[config.mk]
export PLATFORM = sky130hd
export DESIGN_NAME = main_control_fsm
export DESIGN_NICKNAME = d
export VERILOG_FILES = /design/src/rtl/mips_ctrl_pkg.sv /design/src/rtl/main_ctrl_out_decode.sv /design/src/rtl/main_control_fsm.sv
export SDC_FILE = /design/constraint.sdc
export NUM_CORES = 1
export LEC_CHECK = 0
export BUFFER_PORTS_ARGS = -buffer_cell sky130_fd_sc_hd__buf_2
export CORE_MARGIN = 2
export CORE_UTILIZATION = 47
export CTS_CLUSTER_DIAMETER = 120
export CTS_CLUSTER_SIZE = 24
export DETAILED_ROUTE_END_ITERATION = 8
export PLACE_DENSITY = 0.83
export SLEW_MARGIN = 20
export SYNTH_ARGS = -nofsm -noshare
export SYNTH_HDL_FRONTEND = slang
export SYNTH_SLANG_ARGS = --single-unit
[constraint.sdc]
create_clock -name clk -period 2.55 [get_ports clk]
set_input_delay 0.255 -clock clk [delete_from_list [all_inputs] [get_ports clk]]
set_output_delay 0.255 -clock clk [all_outputs]
set_load 0.1 [all_outputs]
[src/rtl/mips_ctrl_pkg.sv]
// Shared definitions for the MIPS multi-cycle control path: opcodes,
// ALUOp codes (also used by the ALU control decoder), operand/PC mux
// encodings and the main control state enumeration.
package mips_ctrl_pkg;

  localparam logic [5:0] OP_RTYPE = 6'b000000;
  localparam logic [5:0] OP_J     = 6'b000010;
  localparam logic [5:0] OP_BEQ   = 6'b000100;
  localparam logic [5:0] OP_BNE   = 6'b000101;
  localparam logic [5:0] OP_ADDI  = 6'b001000;
  localparam logic [5:0] OP_ANDI  = 6'b001100;
  localparam logic [5:0] OP_LW    = 6'b100011;
  localparam logic [5:0] OP_SW    = 6'b101011;

  localparam logic [2:0] ALUOP_ADD   = 3'b000;
  localparam logic [2:0] ALUOP_SUB   = 3'b001;
  localparam logic [2:0] ALUOP_FUNCT = 3'b010;
  localparam logic [2:0] ALUOP_ADDI  = 3'b011;
  localparam logic [2:0] ALUOP_ANDI  = 3'b100;

  localparam logic [1:0] SRCB_B      = 2'b00;
  localparam logic [1:0] SRCB_FOUR   = 2'b01;
  localparam logic [1:0] SRCB_IMM    = 2'b10;
  localparam logic [1:0] SRCB_IMM_SL = 2'b11;

  localparam logic [1:0] PCSRC_ALU    = 2'b00;
  localparam logic [1:0] PCSRC_ALUOUT = 2'b01;
  localparam logic [1:0] PCSRC_JUMP   = 2'b10;

  typedef enum logic [3:0] {
    ST_FETCH     = 4'd0,
    ST_DECODE    = 4'd1,
    ST_MEM_ADDR  = 4'd2,
    ST_MEM_READ  = 4'd3,
    ST_MEM_WB    = 4'd4,
    ST_MEM_WRITE = 4'd5,
    ST_R_EXEC    = 4'd6,
    ST_R_WB      = 4'd7,
    ST_BRANCH    = 4'd8,
    ST_ADDI_EXEC = 4'd9,
    ST_ANDI_EXEC = 4'd10,
    ST_IMM_WB    = 4'd11,
    ST_JUMP      = 4'd12
  } state_t;

  // True for every opcode the control unit knows how to sequence.
  function automatic logic opcode_legal(input logic [5:0] op);
    return (op == OP_RTYPE) || (op == OP_J)    || (op == OP_BEQ)  ||
           (op == OP_BNE)   || (op == OP_ADDI) || (op == OP_ANDI) ||
           (op == OP_LW)    || (op == OP_SW);
  endfunction

endpackage

[src/rtl/main_ctrl_out_decode.sv]
// Combinational decode of the control state into datapath enables and
// mux selects. All outputs are forced low while the unit is held in reset.
module main_ctrl_out_decode
  import mips_ctrl_pkg::*;
(
  input  logic [3:0] state,
  input  logic       active,
  input  logic       op_bit0,
  input  logic       op_legal,
  input  logic       mem_ready,
  output logic       mem_read,
  output logic       mem_write,
  output logic       iord,
  output logic       ir_write,
  output logic       pc_write,
  output logic       branch_eq,
  output logic       branch_ne,
  output logic [1:0] pc_source,
  output logic       reg_write,
  output logic       reg_dst,
  output logic       mem_to_reg,
  output logic       alu_src_a,
  output logic [1:0] alu_src_b,
  output logic       zero_ext,
  output logic [2:0] alu_op,
  output logic       illegal_op
);

  // Per-state output table; everything defaults to 0.
  always_comb begin
    mem_read   = 1'b0;
    mem_write  = 1'b0;
    iord       = 1'b0;
    ir_write   = 1'b0;
    pc_write   = 1'b0;
    branch_eq  = 1'b0;
    branch_ne  = 1'b0;
    pc_source  = PCSRC_ALU;
    reg_write  = 1'b0;
    reg_dst    = 1'b0;
    mem_to_reg = 1'b0;
    alu_src_a  = 1'b0;
    alu_src_b  = SRCB_B;
    zero_ext   = 1'b0;
    alu_op     = ALUOP_ADD;
    illegal_op = 1'b0;
    if (active) begin
      case (state)
        ST_FETCH: begin
          mem_read  = 1'b1;
          alu_src_b = SRCB_FOUR;
          // IR and PC load only on the cycle the fetch actually completes.
          ir_write  = mem_ready;
          pc_write  = mem_ready;
        end
        ST_DECODE: begin
          alu_src_b  = SRCB_IMM_SL;
          illegal_op = ~op_legal;
        end
        ST_MEM_ADDR: begin
          alu_src_a = 1'b1;
          alu_src_b = SRCB_IMM;
        end
        ST_MEM_READ: begin
          mem_read = 1'b1;
          iord     = 1'b1;
        end
        ST_MEM_WB: begin
          reg_write  = 1'b1;
          mem_to_reg = 1'b1;
        end
        ST_MEM_WRITE: begin
          mem_write = 1'b1;
          iord      = 1'b1;
        end
        ST_R_EXEC: begin
          alu_src_a = 1'b1;
          alu_op    = ALUOP_FUNCT;
        end
        ST_R_WB: begin
          reg_write = 1'b1;
          reg_dst   = 1'b1;
        end
        ST_BRANCH: begin
          alu_src_a = 1'b1;
          alu_op    = ALUOP_SUB;
          pc_source = PCSRC_ALUOUT;
          // opcode bit 0 separates bne (1) from beq (0).
          branch_eq = ~op_bit0;
          branch_ne = op_bit0;
        end
        ST_ADDI_EXEC: begin
          alu_src_a = 1'b1;
          alu_src_b = SRCB_IMM;
          alu_op    = ALUOP_ADDI;
        end
        ST_ANDI_EXEC: begin
          alu_src_a = 1'b1;
          alu_src_b = SRCB_IMM;
          alu_op    = ALUOP_ANDI;
          zero_ext  = 1'b1;
        end
        ST_IMM_WB: begin
          reg_write = 1'b1;
        end
        ST_JUMP: begin
          pc_write  = 1'b1;
          pc_source = PCSRC_JUMP;
        end
        default: ;
      endcase
    end
  end

endmodule

[src/rtl/main_control_fsm.sv]
// Multi-cycle MIPS main control unit: state register and next-state logic.
// Output generation lives in main_ctrl_out_decode.
module main_control_fsm
  import mips_ctrl_pkg::*;
(
  input  logic       clk,
  input  logic       rst_n,
  input  logic [5:0] opcode,
  input  logic       mem_ready,
  output logic       mem_read,
  output logic       mem_write,
  output logic       iord,
  output logic       ir_write,
  output logic       pc_write,
  output logic       branch_eq,
  output logic       branch_ne,
  output logic [1:0] pc_source,
  output logic       reg_write,
  output logic       reg_dst,
  output logic       mem_to_reg,
  output logic       alu_src_a,
  output logic [1:0] alu_src_b,
  output logic       zero_ext,
  output logic [2:0] alu_op,
  output logic       illegal_op,
  output logic [3:0] state
);

  state_t state_q, state_d;
  logic   op_legal;

  assign op_legal = opcode_legal(opcode);
  // state_q is already FETCH (0) during reset, so no extra gating needed.
  assign state    = state_q;

  // State register; reset drops straight to FETCH without a clock edge.
  always_ff @(posedge clk or negedge rst_n) begin
    if (!rst_n) state_q <= ST_FETCH;
    else        state_q <= state_d;
  end

  // Next-state sequencing; memory states hold until mem_ready.
  always_comb begin
    state_d = state_q;
    case (state_q)
      ST_FETCH:     if (mem_ready) state_d = ST_DECODE;
      ST_DECODE: begin
        case (opcode)
          OP_LW, OP_SW:   state_d = ST_MEM_ADDR;
          OP_RTYPE:       state_d = ST_R_EXEC;
          OP_BEQ, OP_BNE: state_d = ST_BRANCH;
          OP_ADDI:        state_d = ST_ADDI_EXEC;
          OP_ANDI:        state_d = ST_ANDI_EXEC;
          OP_J:           state_d = ST_JUMP;
          default:        state_d = ST_FETCH;
        endcase
      end
      ST_MEM_ADDR:  state_d = (opcode == OP_SW) ? ST_MEM_WRITE : ST_MEM_READ;
      ST_MEM_READ:  if (mem_ready) state_d = ST_MEM_WB;
      ST_MEM_WRITE: if (mem_ready) state_d = ST_FETCH;
      ST_R_EXEC:    state_d = ST_R_WB;
      ST_ADDI_EXEC: state_d = ST_IMM_WB;
      ST_ANDI_EXEC: state_d = ST_IMM_WB;
      default:      state_d = ST_FETCH;
    endcase
  end

  main_ctrl_out_decode u_out_decode (
    .state      (state_q),
    .active     (rst_n),
    .op_bit0    (opcode[0]),
    .op_legal   (op_legal),
    .mem_ready  (mem_ready),
    .mem_read   (mem_read),
    .mem_write  (mem_write),
    .iord       (iord),
    .ir_write   (ir_write),
    .pc_write   (pc_write),
    .branch_eq  (branch_eq),
    .branch_ne  (branch_ne),
    .pc_source  (pc_source),
    .reg_write  (reg_write),
    .reg_dst    (reg_dst),
    .mem_to_reg (mem_to_reg),
    .alu_src_a  (alu_src_a),
    .alu_src_b  (alu_src_b),
    .zero_ext   (zero_ext),
    .alu_op     (alu_op),
    .illegal_op (illegal_op)
  );

endmodule
Yosys cells after proc, flatten, opt, wreduce, memory -nomap -nowiden. Index checks and enable logic that the tools add are counted.

Flip-flop bits (word level): 4. Input bits: 9. Output and inout port bits: 24.

Eq/ne operators: 22. Muxes and demuxes: 38. Bitwise gates (word level): 2. Reduce and logical (&&, ||, !) cells: 18.

Operator list (count): $pmux 4 s7 (1); $mux 1 (25); $pmux 4 s6 (1); $eq 4x4->1 const B (5); $eq 4x3->1 const B (4); $eq 6x3->1 const B (2); $eq 6x4->1 const B (2); $eq 6x6->1 const B (2); $mux 4 (3); $pmux 3 s4 (1); $reduce_or 2->1 (5); $eq 4x2->1 const B (2); $logic_or 1x1->1 (7); $eq 6x2->1 const B (1); $logic_not 6->1 (1); $mux 3 (2); $ne 2x2->1 const B (3); $pmux 2 s3 (1); $reduce_or 3->1 (2); $reduce_or 5->1 (1); $eq 4x1->1 const B (1); $logic_not 4->1 (1); $mux 2 (2); $pmux 2 s2 (1); 3 further kinds (4).

Depth between registers and ports, before layout.
Depth in word-level cells: 11. Mapped depth: 5. Depth with buffers taken out: 3.

Hierarchy. From an unflattened synthesis, not the netlist that was laid out.

Cell total of the unflattened synthesis: 86. Area, all modules: 641.9 um2.

Modules (own cells, without submodules): main_control_fsm (instances 1, cells an instance 46, area each 365.4 um2); main_ctrl_out_decode (instances 1, cells an instance 40, area each 276.5 um2).

Worst setup path before layout. Ideal clock, no wire load.

Kind: register to output. Start point: register state_q[2], in the netlist state[2]. End point: output illegal_op. Arrival time: 4436 ps. Path slack: -2141 ps. Cell stages (with the launch flop): 5. Path buffers: 1. Cell sequence: dfrtp_1 > buf_6 > nor2_1 > nand2_1 > nor4b_1.

Cells in the longest elaborated chain, start to end: 3.

Ends and longest elaborated chain: from (decl) (line main_control_fsm.sv:29) `state_t state_q, state_d;`; from (signal assigned) (line main_control_fsm.sv:39) `else state_q <= state_d;`; $eq 4x1->1 (line main_ctrl_out_decode.sv:48) `case (state)`; $mux 1 (line main_ctrl_out_decode.sv:48); $mux 1 (line main_ctrl_out_decode.sv:47) `if (active) begin`; to (decl) (line main_control_fsm.sv:25) `output logic illegal_op,`.

Every way passes these cells.

Worst setup path after layout.
Start point: input rst_n. End point: output branch_ne.

Cells in the longest elaborated chain, start to end: 1.

Ends and longest elaborated chain: from (decl) (line main_control_fsm.sv:7) `input logic rst_n,`; $mux 1 (line main_ctrl_out_decode.sv:47); to (decl) (line main_control_fsm.sv:16) `output logic branch_ne,`.

Every way passes these cells.

==> impl_metrics.json <==
{
  "cp_common_cell": "buf_2",
  "h-tree-depth": 1,
  "start_util": 0.495,
  "synth_simple_gate_area_frac": 0.480,
  "seq_power_share": 0.165,
  "final.period_utilization": 0.910,
  "synth.avg_cell_area_um2": 6.98,
  "min_period_ps": 2320,
  "gp_congestion": 0.876,
  "p_sw_uw": 801,
  "num_io_pins": 33,
  "crit_family": "buffers and inverters",
  "peakVddDrop_v": 0.000908,
  "grt_pass1_wl_um": 2970,
  "syn-num-nets": 99,
  "grt_usage": 0.269,
  "slew_viol_final": 0,
  "final_cells": 135,
  "synth_area_um2": 628,
  "crit_fanout": 13,
  "synth_fa_ha_area_frac": 0,
  "tns_ps": 0,
  "holdBufCountCts": 1,
  "grt_pass1_vias": 646,
  "largest_register_ffs": 4,
  "powerDensity_nw_per_um2": 1230,
  "post-synth-top-area-cell": "dfrtp_1",
  "critical_path_class": "in2out",
  "vias": 855,
  "die_x_um": 40.6,
  "clk_latency_ps": 240,
  "row_count": 13,
  "swShare": 0.712,
  "synth-warning-count": 0,
  "hold_viol": 0,
  "rsz0062_at_grt": "false",
  "status": "complete, no violations",
  "place_area_um2": 876,
  "worstPathArrival_ps": 2060,
  "synth-edff-count": 0,
  "crit_chain": "dlygate4sd3_1, buf_2, nand3b_1, nor3_4, and2_4, buf_2",
  "cts_tree": "yes",
  "finalSetupViolations": 0,
  "cts_buffer_depth": 2,
  "pwr-share-clk": 0.078,
  "cts_inserted_buffers": 3,
  "worstSetupEndpointType": "output pin",
  "synth_top_area_share": 0.159,
  "crit_path_top_delay_cell": "dlygate4sd3_1",
  "maxCapViolCount": 0,
  "hold_class": "in2reg",
  "fp.coreArea_um2": 1270,
  "crit_required_ps": 2300,
  "combPwrFrac": 0.757,
  "leakage_uw": 0.000399,
  "fp.dieArea_um2": 1640,
  "clk_pin_slew_worst_paths_ps": 40,
  "intPower_uw": 324,
  "grt-ovfl-total": 0,
  "ant_nets": 0,
  "ys_seq_area_frac": 0.159,
  "clockRootBuffer": "clkbuf_4",
  "ys_ff_latch": 4,
  "start_kind": "input port",
  "yosys-top-cells-count": "nor2_1 (13), nor3_1 (7), nand2_1 (6)",
  "dp_hpwl_um": 1410,
  "max_stage_delay_ps": 520,
  "fin_area_um2": 912,
  "ys.flop_type": "dfrtp_1",
  "drt-total-wl_um": 1960,
  "drtPass1Iterations": 4,
  "post-cts-setup-buffer-count": 0,
  "wire_per_inst_um": 14.5,
  "synth_top_family_by_area": "simple AND/OR/NAND/NOR gates",
  "via_per_inst": 6.33,
  "synth_compound_area_frac": 0.261,
  "portBuffers": 32,
  "worst_pin_slew_ps": 535,
  "numClockSinks": 4,
  "drive_gt1_frac": 0.467,
  "drc_errors": 0,
  "antenna_cells": 0,
  "crit_buf_inv": 3,
  "fp.dieH_um": 40.6,
  "cts_resized": 0,
  "synth_area_leaders": "dfrtp_1 (16%), nor2_1 (7.8%), nor3_1 (5.6%), nor4b_1 (5.6%), nand2b_1 (4.0%)",
  "power_uw": 1120,
  "dp_cells": 130,
  "synthMuxAreaShare": 0,
  "area_growth_pct": 45.2,
  "skew_ps": 6.77,
  "grt_max_degree": 21,
  "synthCells": 90,
  "drt_iter0_drc": 29,
  "final_nets": 130,
  "synth_most_common_cell": "nor2_1",
  "antenna_found_initial": 0,
  "ys_async_sr_fraction": 1.00,
  "synth_cell_types": 38,
  "fmax_mhz": 431,
  "slew_headroom": 0.643,
  "synthXorXnorAreaFrac": 0.0139
}
[layout by cell type (no fill, tap or decap), types with 3 or more instances in the layout]
| master | n |
|---|---|
| nor4_1 | 3 |
| a21oi_1 | 3 |
| nor2b_1 | 4 |
| o21ai_0 | 3 |
| clkbuf_4 | 3 |
| nand2_1 | 6 |
| nor4b_1 | 3 |
| nor2_1 | 7 |
| nor3_4 | 4 |
| nor2_2 | 5 |
| nand4_1 | 3 |
| buf_2 | 32 |
| nand2b_1 | 4 |
[logic make-up after synthesis]
family	count (synthesis)
flip-flops	4
AND/OR/NAND/NOR	53
AO/OA/AOI/OAI	22
buffers and inverters	10
XOR/XNOR	1
[power groups by stage]
stage	combinational [µW]	sequential [µW]	clock, µW
after floorplan	671	243	0
after global placement	845	179	0
after detailed placement	847	182	0
after CTS	851	182	90.0
after global routing	886	194	98.0
final	851	186	87.7
[worst reg2reg max path, cell delays in order, from the launching register on]
cell and delay (ps):
dfrtp_1 670, nor2b_1 240, buf_4 170, o311ai_0 180
a21oi_1 180
[area by class of cell]
type | instances | area (µm²)
Clock buffer | 4 | 26.3
Timing Repair Buffer | 34 | 178
Fill cell | 114 | 357
Multi-Input combinational cell | 76 | 576
Sequential cell | 4 | 106
Tap cell | 15 | 18.8
Inverter | 2 | 7.51
[stage by stage]
stage          hold slack (ps)  utilization  setup slack [ps]
3_5_place_dp               124        0.690               564
3_3_place_gp               129        0.690               596
4_1_cts                    367        0.719               210
5_1_grt                    389        0.719               117
2_1_floorplan            -40.6            -              -126
6_report                   386        0.719               230
[layer usage]
metal	vias up	track usage	wire [µm]	part of all wire
li1	401	-	-	-
met1	405	0.361	798	0.41
met2	47	0.417	998	0.51
met3	2	0.0389	153	0.078
met4	0	0.125	4	0.0020
met5	-	0	0	0
[final timing paths]
check,start,end,slack [ps],depth (start not counted)
setup / recovery,rst_n,branch_ne,230,6
hold / removal,opcode[2],state[1],390,3
min in group asynchronous,rst_n,state[1],410,2
hold reg to reg,state[2],state[3],630,1
setup reg to reg,state[0],state[3],1040,4
max in group asynchronous,rst_n,state[2],1920,2
Note: power is estimated with default switching activity, not from simulation.
